`src/rtl/mux_rr_feeder.sv`:
```
// mux_rr_feeder: control stage in front of a 2:1 WIDTH-bit mux.
// Each channel has one hold register fed by a valid/ready handshake.
// The two channels share the mux output through round-robin arbitration.
// y_valid marks the cycles where Y = S ? I1 : I0 carries a word.
// One served counter per channel counts the words taken downstream.
module mux_rr_feeder #(
    parameter int WIDTH = 16,
    parameter int CNT_W = 8
) (
    input  logic             clk,
    input  logic             rst,
    input  logic             in0_valid,
    output logic             in0_ready,
    input  logic [WIDTH-1:0] in0_data,
    input  logic             in1_valid,
    output logic             in1_ready,
    input  logic [WIDTH-1:0] in1_data,
    output logic [WIDTH-1:0] I0,
    output logic [WIDTH-1:0] I1,
    output logic             S,
    output logic             y_valid,
    input  logic             y_ready,
    output logic [CNT_W-1:0] cnt0,
    output logic [CNT_W-1:0] cnt1
);

    typedef enum logic [1:0] {
        IDLE  = 2'd0,
        SEND0 = 2'd1,
        SEND1 = 2'd2
    } state_t;

    state_t state;
    logic   full0;
    logic   full1;
    logic   last;   // channel served most recently; the other one wins a tie

    logic   load0;
    logic   load1;
    logic   xfer0;
    logic   xfer1;

    // A channel can take a new word only when its hold register is empty
    assign in0_ready = ~full0;
    assign in1_ready = ~full1;

    assign load0 = in0_valid & ~full0;
    assign load1 = in1_valid & ~full1;
    assign xfer0 = (state == SEND0) & y_ready;
    assign xfer1 = (state == SEND1) & y_ready;

    // Channel 0 hold register: load on handshake, empty on transfer
    // NOTE: the data registers are reset as well, so I0/I1 never show stale
    // words after reset; sequential state always uses non-blocking (<=).
    always_ff @(posedge clk or posedge rst) begin
        if (rst) begin
            I0    <= '0;
            full0 <= 1'b0;
        end else if (load0) begin
            I0    <= in0_data;
            full0 <= 1'b1;
        end else if (xfer0) begin
            full0 <= 1'b0;
        end
    end

    // Channel 1 hold register: load on handshake, empty on transfer
    always_ff @(posedge clk or posedge rst) begin
        if (rst) begin
            I1    <= '0;
            full1 <= 1'b0;
        end else if (load1) begin
            I1    <= in1_data;
            full1 <= 1'b1;
        end else if (xfer1) begin
            full1 <= 1'b0;
        end
    end

    // Served counters, one increment per accepted word, wrapping naturally
    always_ff @(posedge clk or posedge rst) begin
        if (rst) begin
            cnt0 <= '0;
            cnt1 <= '0;
        end else begin
            if (xfer0) cnt0 <= cnt0 + CNT_W'(1);
            if (xfer1) cnt1 <= cnt1 + CNT_W'(1);
        end
    end

    // Arbiter FSM with registered select and valid outputs
    always_ff @(posedge clk or posedge rst) begin
        if (rst) begin
            state   <= IDLE;
            S       <= 1'b0;
            y_valid <= 1'b0;
            last    <= 1'b1;
        end else begin
            case (state)
                IDLE: begin
                    // Grant from the registered full flags only
                    if ((full0 & full1 & last) | (full0 & ~full1)) begin
                        state   <= SEND0;
                        S       <= 1'b0;
                        y_valid <= 1'b1;
                    end else if (full1) begin
                        state   <= SEND1;
                        S       <= 1'b1;
                        y_valid <= 1'b1;
                    end
                end
                SEND0: begin
                    if (y_ready) begin
                        last <= 1'b0;
                        // A word landing in channel 1 at this same edge is
                        // granted immediately, giving bubble-free alternation
                        if (full1 | load1) begin
                            state   <= SEND1;
                            S       <= 1'b1;
                            y_valid <= 1'b1;
                        end else begin
                            state   <= IDLE;
                            y_valid <= 1'b0;
                        end
                    end
                end
                SEND1: begin
                    if (y_ready) begin
                        last <= 1'b1;
                        if (full0 | load0) begin
                            state   <= SEND0;
                            S       <= 1'b0;
                            y_valid <= 1'b1;
                        end else begin
                            state   <= IDLE;
                            y_valid <= 1'b0;
                        end
                    end
                end
                default: begin
                    state   <= IDLE;
                    y_valid <= 1'b0;
                end
            endcase
        end
    end

endmodule

```
`config.mk`:
```
export PLATFORM = sky130hd
export DESIGN_NAME = mux_rr_feeder
export DESIGN_NICKNAME = d
export VERILOG_FILES = /design/src/rtl/mux_rr_feeder.sv
export SDC_FILE = /design/constraint.sdc
export NUM_CORES = 1
export LEC_CHECK = 0
export CORE_MARGIN = 3
export CORE_UTILIZATION = 30
export DETAILED_ROUTE_END_ITERATION = 6
export PLACE_DENSITY = 0.61
export SYNTH_ARGS = -nofsm -noshare
export SYNTH_HDL_FRONTEND = slang
export SYNTH_SLANG_ARGS = --single-unit
```
`constraint.sdc`:
```
create_clock -name clk -period 2.75 [get_ports clk]
set_input_delay 0.825 -clock clk [delete_from_list [all_inputs] [get_ports clk]]
set_output_delay 0.825 -clock clk [all_outputs]
set_load 0.02 [all_outputs]
```
# Yosys cells after proc, flatten, opt, wreduce, memory -nomap -nowiden

Index checks and enable logic that the tools add are counted.

Register bits after elaboration: 55
Output and inout port bits: 52

Add/subtract/negate cells: 2
Equal/unequal tests: 7
Multiplexer cells: 27
Bitwise operators: 12
Reduce and logical (&&, ||, !) cells: 8

Operator list:

| cell                                                                    | count |
|---|---|
| 1-bit two-way mux                                                       | 18 |
| 8-bit by 1-bit adder with 8-bit output, second input constant           | 2 |
| 2-bit two-way mux                                                       | 5 |
| 1-bit bitwise AND                                                       | 7 |
| 1-bit case mux with 3 select lines                                      | 2 |
| 2-bit case mux with 3 select lines                                      | 1 |
| 3-bit AND reduction                                                     | 2 |
| 6-bit AND reduction                                                     | 1 |
| 2-bit nonzero test                                                      | 3 |
| 2-bit by 1-bit inequality test with 1-bit output, second input constant | 2 |
| 2-bit inequality test, second input constant                            | 2 |
| 3-bit inequality test, second input constant                            | 1 |
| 1-bit OR                                                                | 3 |
| 3-bit nonzero test                                                      | 1 |
| 2-bit by 1-bit == test with 1-bit output, second input constant         | 1 |
| 2-bit == test, second input constant                                    | 1 |
| 2-bit zero test                                                         | 1 |
| 1-bit NOT                                                               | 2 |
| 1-bit case mux with 2 select lines                                      | 1 |

# Logic depth before layout (Yosys ltp)

Gate-level depths: netlist (run 1).

Depth after elaboration: 6
Depth in mapped cells: 7
Mapped depth without buffers: 6

# Least setup slack after synthesis (run 1)

OpenSTA, ideal clock, no wires.

Path type: in2reg
Start point: input in1_valid
End point: register I1[0]
Setup time: 0.125 ns
Data arrival time: 1.566 ns
Required time: 2.625 ns
Path slack: 1.059 ns
Stages on the path: 4
Buffers on the path: 2
Path through: nor2b_1 > buf_2 > buf_6 > mux2_2

Cells in the longest elaborated chain, start to end: 1

Ends and longest elaborated chain:

| what                   | line | source |
|---|---|---|
| start: declaration     | 15   | `input logic in1_valid,` |
| 1-bit bitwise AND      | 48   | `assign load1 = in1_valid & ~full1;` |
| end signal: assignment | 73   | `I1 <= in1_data;` |
| end: declaration       | 19   | `output logic [WIDTH-1:0] I1,` |

No other way between the ends.
A chain may end at the register's enable or synchronous reset.

# Worst setup path after layout (run 1)

Start point: register full1
End point: output in1_ready

Cells in the longest elaborated chain, start to end: 1

Ends and longest elaborated chain:

| what                     | line | source |
|---|---|---|
| start: declaration       | 35   | `logic full1;` |
| start signal: assignment | 71   | `full1 <= 1'b0;` |
| start signal: assignment | 74   | `full1 <= 1'b1;` |
| start signal: assignment | 76   | `full1 <= 1'b0;` |
| 1-bit NOT                | 45   | `assign in1_ready = ~full1;` |
| end: declaration         | 16   | `output logic in1_ready,` |

No other way between the ends.

==> impl_metrics.json, run 1 <==
{
  "status": "finished clean",
  "power_frac_seq": 0.380,
  "antenna_found_initial": 0,
  "avgSynthCellArea_um2": 13.3,
  "clk_path_buf_depth": 2,
  "hp-class": "register to register",
  "placed_cells": 360,
  "relSlewSlack": 0.633,
  "syn-num-nets": 216,
  "hpwl_mm": 3.58,
  "wirelength_mm": 4.81,
  "crit_type": "register to output pin",
  "period_needed_ns": 2.29,
  "final_cell_count_no_fill": 368,
  "die_w_um": 93.7,
  "drtPass1Iterations": 4,
  "synthToLayoutAreaGrowth_pct": 47.1,
  "crit_path_end_kind": "output pin",
  "drc_errors": 0,
  "ant_nets": 0,
  "cts_sinks": 55,
  "hold_viol": 0,
  "p_leak_uw": 0.00145,
  "yosys_warnings": 0,
  "cts-root-buf": "clkbuf_8",
  "crit_path_max_incr_delay_ns": 0.61,
  "via_count": 1617,
  "clk_pin_slew_ns": 0.09,
  "clkPwrFrac": 0.118,
  "cap_violations": 0,
  "die_area_um2": 8780,
  "wl_per_cell_um": 13.1,
  "finClkSkew_ns": 0.00741,
  "drive_above_1_share": 0.178,
  "grt_overflow": 0,
  "core-area_um2": 7370,
  "diodes": 0,
  "setup_viol": 0,
  "dr.first_iter.drc_count": 36,
  "yosys_most_used_dff": "dfrtp_1",
  "grt_use_total": 0.114,
  "clock_latency_ns": 0.30,
  "slew_violations": 0,
  "cp_max_fo": 8,
  "die_y_um": 93.7,
  "critPathRequiredTime_ns": 1.93,
  "tightest_slew_ns": 0.550,
  "utilization": 0.461,
  "cellPowerDensity_nw_per_um2": 1080,
  "worst_slack_ns": 0.459,
  "yosysSeqAreaShare": 0.597,
  "cts_hold_buf": 0,
  "p_int_uw": 2320,
  "post-route-period-util": 0.833,
  "cp-start-kind": "register",
  "arrival_ns": 1.47,
  "ys_ff_latch": 55,
  "post-cts-setup-buffers": 0,
  "p_comb_frac": 0.501,
  "grt_pass1_vias": 1620,
  "hold_slack_ns": 0.472,
  "vias_per_cell": 4.39,
  "ys_types": 29,
  "switchingPower_uw": 1350,
  "nets": 311,
  "start_util": 0.313,
  "grt_max_degree": 27,
  "cts_tree": "built",
  "num_rows": 31,
  "gp_congestion": 0.801,
  "max_freq_mhz": 436,
  "portBuffers": 88,
  "place_ws_ns": 0.471,
  "slowest_stage": "clkdlybuf4s50_1",
  "final_cell_mix": "88 x clkdlybuf4s50_1, 54 x dfrtp_1, 32 x mux2_2",
  "rsz0062_at_grt": "no",
  "grt_pass1_wl_mm": 7.95,
  "syn-instance-count": 173,
  "synth-edff-count": 0,
  "synth.cell_area_um2": 2310,
  "setup_tns_ns": 0,
  "numCtsBuffers": 5,
  "ir_drop_uv": 546,
  "async_flop_share": 1.00,
  "htreeDepth": 2,
  "power.share.switching": 0.368,
  "cts_resized": 0,
  "crit_chain": "inv_1 -> clkdlybuf4s50_1",
  "mostFrequentLayoutCell": "clkdlybuf4s50_1",
  "io_pins": 89
}
[synthesized netlist by cell type (all sizes together), types with 4 or more instances]
cell type | count | area share
a21oi | 4 | 0.0087
buf | 5 | 0.017
dfrtp | 54 | 0.59
ha | 6 | 0.033
inv | 5 | 0.0081
mux2 | 32 | 0.16
nand2 | 16 | 0.026
nand4 | 4 | 0.014
nor2 | 6 | 0.0098
o21ai | 4 | 0.0087
xnor2 | 10 | 0.038
xor2 | 4 | 0.015
[routing by layer]
layer | GRT usage | part of all wire
met1 | 0.153 | 0.47
met2 | 0.180 | 0.45
met3 | 0.0248 | 0.067
met4 | 0.0385 | 0.013
met5 | 0 | 0
[power groups by stage]
stage | Clock [uW] | Combinational, uW | Sequential [uW]
6_report | 435 | 1840 | 1400
5_1_grt | 493 | 1980 | 1450
4_1_cts | 463 | 1870 | 1400
3_5_place_dp | 0 | 1870 | 1420
3_3_place_gp | 0 | 1840 | 1410
2_1_floorplan | 0 | 654 | 1780
[cells by family (layout without fill, tap and decap cells)]
logic type | after synthesis | count (layout) | synth area share
xor gates and xnor gates | 14 | 14 | 0.0531
DFF | 55 | 55 | 0.597
muxes | 32 | 32 | 0.156
adders and majority gates | 6 | 6 | 0.0325
AOI/OAI and AO/OA | 15 | 15 | 0.0445
buffers and inverters | 10 | 106 | 0.0255
and+or+nand+nor | 41 | 41 | 0.0911
[layout make-up]
class / count / area [um^2]
repair buffers: 93 / 918
clock inverters: 2 / 12.5
multi-input cells: 108 / 871
inverters: 5 / 18.8
fillers: 709 / 3980
flip-flops and latches: 55 / 1380
well taps: 99 / 124
clock buffers: 6 / 72.6
[registers in the layout, summed over array words and instances, names as in the netlist]
signal / cells
I0: 16
I1: 16
cnt0: 8
cnt1: 8
state: 2
S: 1
full0: 1
full1: 1
last: 1
y_valid: 1
[critical path: cells and delay by family, from the launching register on]
family	cells	cell delay, ns
buffers and inverters	2	0.69
DFF	1	0.47
[metrics by stage]
stage          power (uW)  cell area (um^2)
3_3_place_gp         3260              3310
5_1_grt              3930              3390
4_1_cts              3740              3390
2_1_floorplan        2430              2310
3_5_place_dp         3290              3310
6_report             3680              3390
[path summary, 6_finish.rpt]
| kind | start | to | slack (ns) | depth (start not counted) |
|---|---|---|---|---|
| worst max-delay path | full1 | in1_ready | 0.46 | 2 |
| worst min-delay path | cnt1[7] | cnt1[7] | 0.47 | 1 |
| worst max register to register | state[0] | cnt1[5] | 1.03 | 6 |
| worst min register to register | cnt1[7] | cnt1[7] | 0.47 | 1 |
| max in group asynchronous | rst | I0[13] | 1.24 | 3 |
| min in group asynchronous | rst | I1[13] | 0.88 | 2 |
Note: power is estimated with default switching activity, not from simulation.
==> run 2, diff against run 1 <==
PLACE_DENSITY = 0.64   (was 0.61)
clock period = 1.9 ns   (was 2.75 ns; I/O delays follow)
==> run 2 against run 1 <==
Final area grew 3.1%. Utilization rose by 1.4 points. Combinational power rose by 46%. Cell count is 2.2% higher. Largest cell class unchanged. Largest power group unchanged.
==> impl_metrics.json, run 2 (synthesis results as in run 1) <==
{
  "status": "finished clean",
  "place_ws_ns": -0.101,
  "holdCritStartpoint": "cnt0[7]",
  "cts-root-buf": "clkbuf_8",
  "power_frac_seq": 0.377,
  "critPathRequiredTime_ns": 1.33,
  "clk_pin_slew_ns": 0.09,
  "ant_nets": 0,
  "max_freq_mhz": 542,
  "crit_path_max_incr_delay_ns": 0.61,
  "power.share.switching": 0.366,
  "grt_pass1_wl_mm": 7.91,
  "crit_chain": "clkdlybuf4s50_1",
  "cp_max_fo": 2,
  "cts_hold_buf": 0,
  "numCtsBuffers": 5,
  "r2r_cells": 6,
  "clk_path_buf_depth": 2,
  "synthToLayoutAreaGrowth_pct": 51.7,
  "regToRegSetupSlack_ns": 0.30,
  "setup_tns_ns": 0,
  "p_int_uw": 3360,
  "gp_congestion": 0.693,
  "period_needed_ns": 1.85,
  "drive_above_1_share": 0.199,
  "mostFrequentLayoutCell": "clkdlybuf4s50_1",
  "dr_wl_met2_mm": 2.20,
  "start_util": 0.313,
  "slowest_stage": "clkdlybuf4s50_1",
  "wl_per_cell_um": 12.8,
  "hpwl_mm": 3.66,
  "crit_type": "register to output pin",
  "hold_viol": 0,
  "route.met3.wl_um": 294,
  "portBuffers": 88,
  "drtPass1Iterations": 4,
  "crit_family": "buffers and inverters",
  "regToRegStartpoint": "state[1]",
  "die_w_um": 93.7,
  "die_area_um2": 8780,
  "top_regs": "I0: 16 flops, I1: 16 flops",
  "post-route-period-util": 0.972,
  "clkPwrFrac": 0.116,
  "relSlewSlack": 0.696,
  "p_leak_uw": 0.00164,
  "post-cts-setup-buffers": 0,
  "finClkSkew_ns": 0.00598,
  "hp-class": "register to register",
  "vias_per_cell": 4.33,
  "tightest_slew_ns": 0.455,
  "slew_violations": 0,
  "cts_tree": "built",
  "grt_overflow": 0,
  "cellPowerDensity_nw_per_um2": 1520,
  "cp.buffers_inverters": 1,
  "switchingPower_uw": 1940,
  "power_uw": 5310,
  "p_comb_frac": 0.507,
  "num_rows": 31,
  "hold_slack_ns": 0.462,
  "via_count": 1628,
  "worst_r2r_endpoint": "cnt0[5]",
  "cts_sinks": 55,
  "htreeDepth": 2,
  "core-area_um2": 7370,
  "utilization": 0.475,
  "worst_slack_ns": 0.0535,
  "fillCellCount": 715,
  "top_layer": "met4",
  "diodes": 0,
  "met1_length_mm": 2.25,
  "min_to": "cnt0[7]",
  "arrival_ns": 1.28,
  "grt_max_degree": 22,
  "crit_path_end_kind": "output pin",
  "rsz0062_at_grt": "no",
  "cap_violations": 0,
  "hold-path-cell-count": 1,
  "nets": 319,
  "cp-start-kind": "register",
  "wirelength_mm": 4.81,
  "ir_drop_uv": 566,
  "antenna_found_initial": 0,
  "grt_pass1_vias": 1639,
  "dr.first_iter.drc_count": 30,
  "io_pins": 89,
  "grt_use_total": 0.115,
  "final_cell_mix": "67 x clkdlybuf4s50_1, 54 x dfrtp_1, 32 x mux2_2",
  "drc_errors": 0,
  "clock_latency_ns": 0.30,
  "die_y_um": 93.7,
  "setup_viol": 0
}
## run 2: timing repair
action	in CTS	in global routing
pin swaps	0	0
gates cloned	0	0
gates resized for setup	15	6
endpoints found under the setup margin	15	6
endpoints found under the hold margin	0	0
## run 2: worst max-delay path by stage
stage | start | endpoint | slack, ns | cells past startpoint
3_3_place_gp | in1_valid | I1[5] | -0.09 | 4
3_5_place_dp | in1_valid | I1[7] | -0.10 | 4
6_report | I1[14] | I1[14] | 0.05 | 1
5_1_grt | I0[7] | I0[7] | 0.002 | 1
4_1_cts | cnt1[5] | cnt1[5] | 0.004 | 1
2_1_floorplan | state[0] | cnt1[5] | 0.40 | 6
## run 2: cell type report
class / instances / area, um^2 / area share
repair buffers: 101 / 1020 / 0.293
multi-input cells: 108 / 871 / 0.249
clock buffers: 7 / 76.3 / 0.0218
flip-flops and latches: 55 / 1380 / 0.393
clock inverters: 1 / 5.00 / 0.00143
well taps: 99 / 124 / 0.0354
inverters: 5 / 22.5 / 0.00643
## run 2: per-stage QoR
| step | area, um^2 | std cells |
|---|---|---|
| final | 3500 | 376 |
| after detailed placement | 3420 | 368 |
| after floorplan | 2310 | 173 |
| after global routing | 3500 | 376 |
| after CTS | 3490 | 376 |
| after global placement | 3420 | 368 |
## run 2: routing by layer
metal	global-route usage	vias up
met2	0.177	50
met3	0.0288	5
met5	0	-
met4	0.0469	0
li1	-	805
met1	0.154	768
## run 2: power groups by stage
stage	registers, uW	logic [uW]	clock network [uW]
final	2000	2690	617
after global routing	2070	2920	693
after CTS	2010	2740	645
after detailed placement	2040	2800	0
after global placement	2020	2780	0
after floorplan	2570	947	0
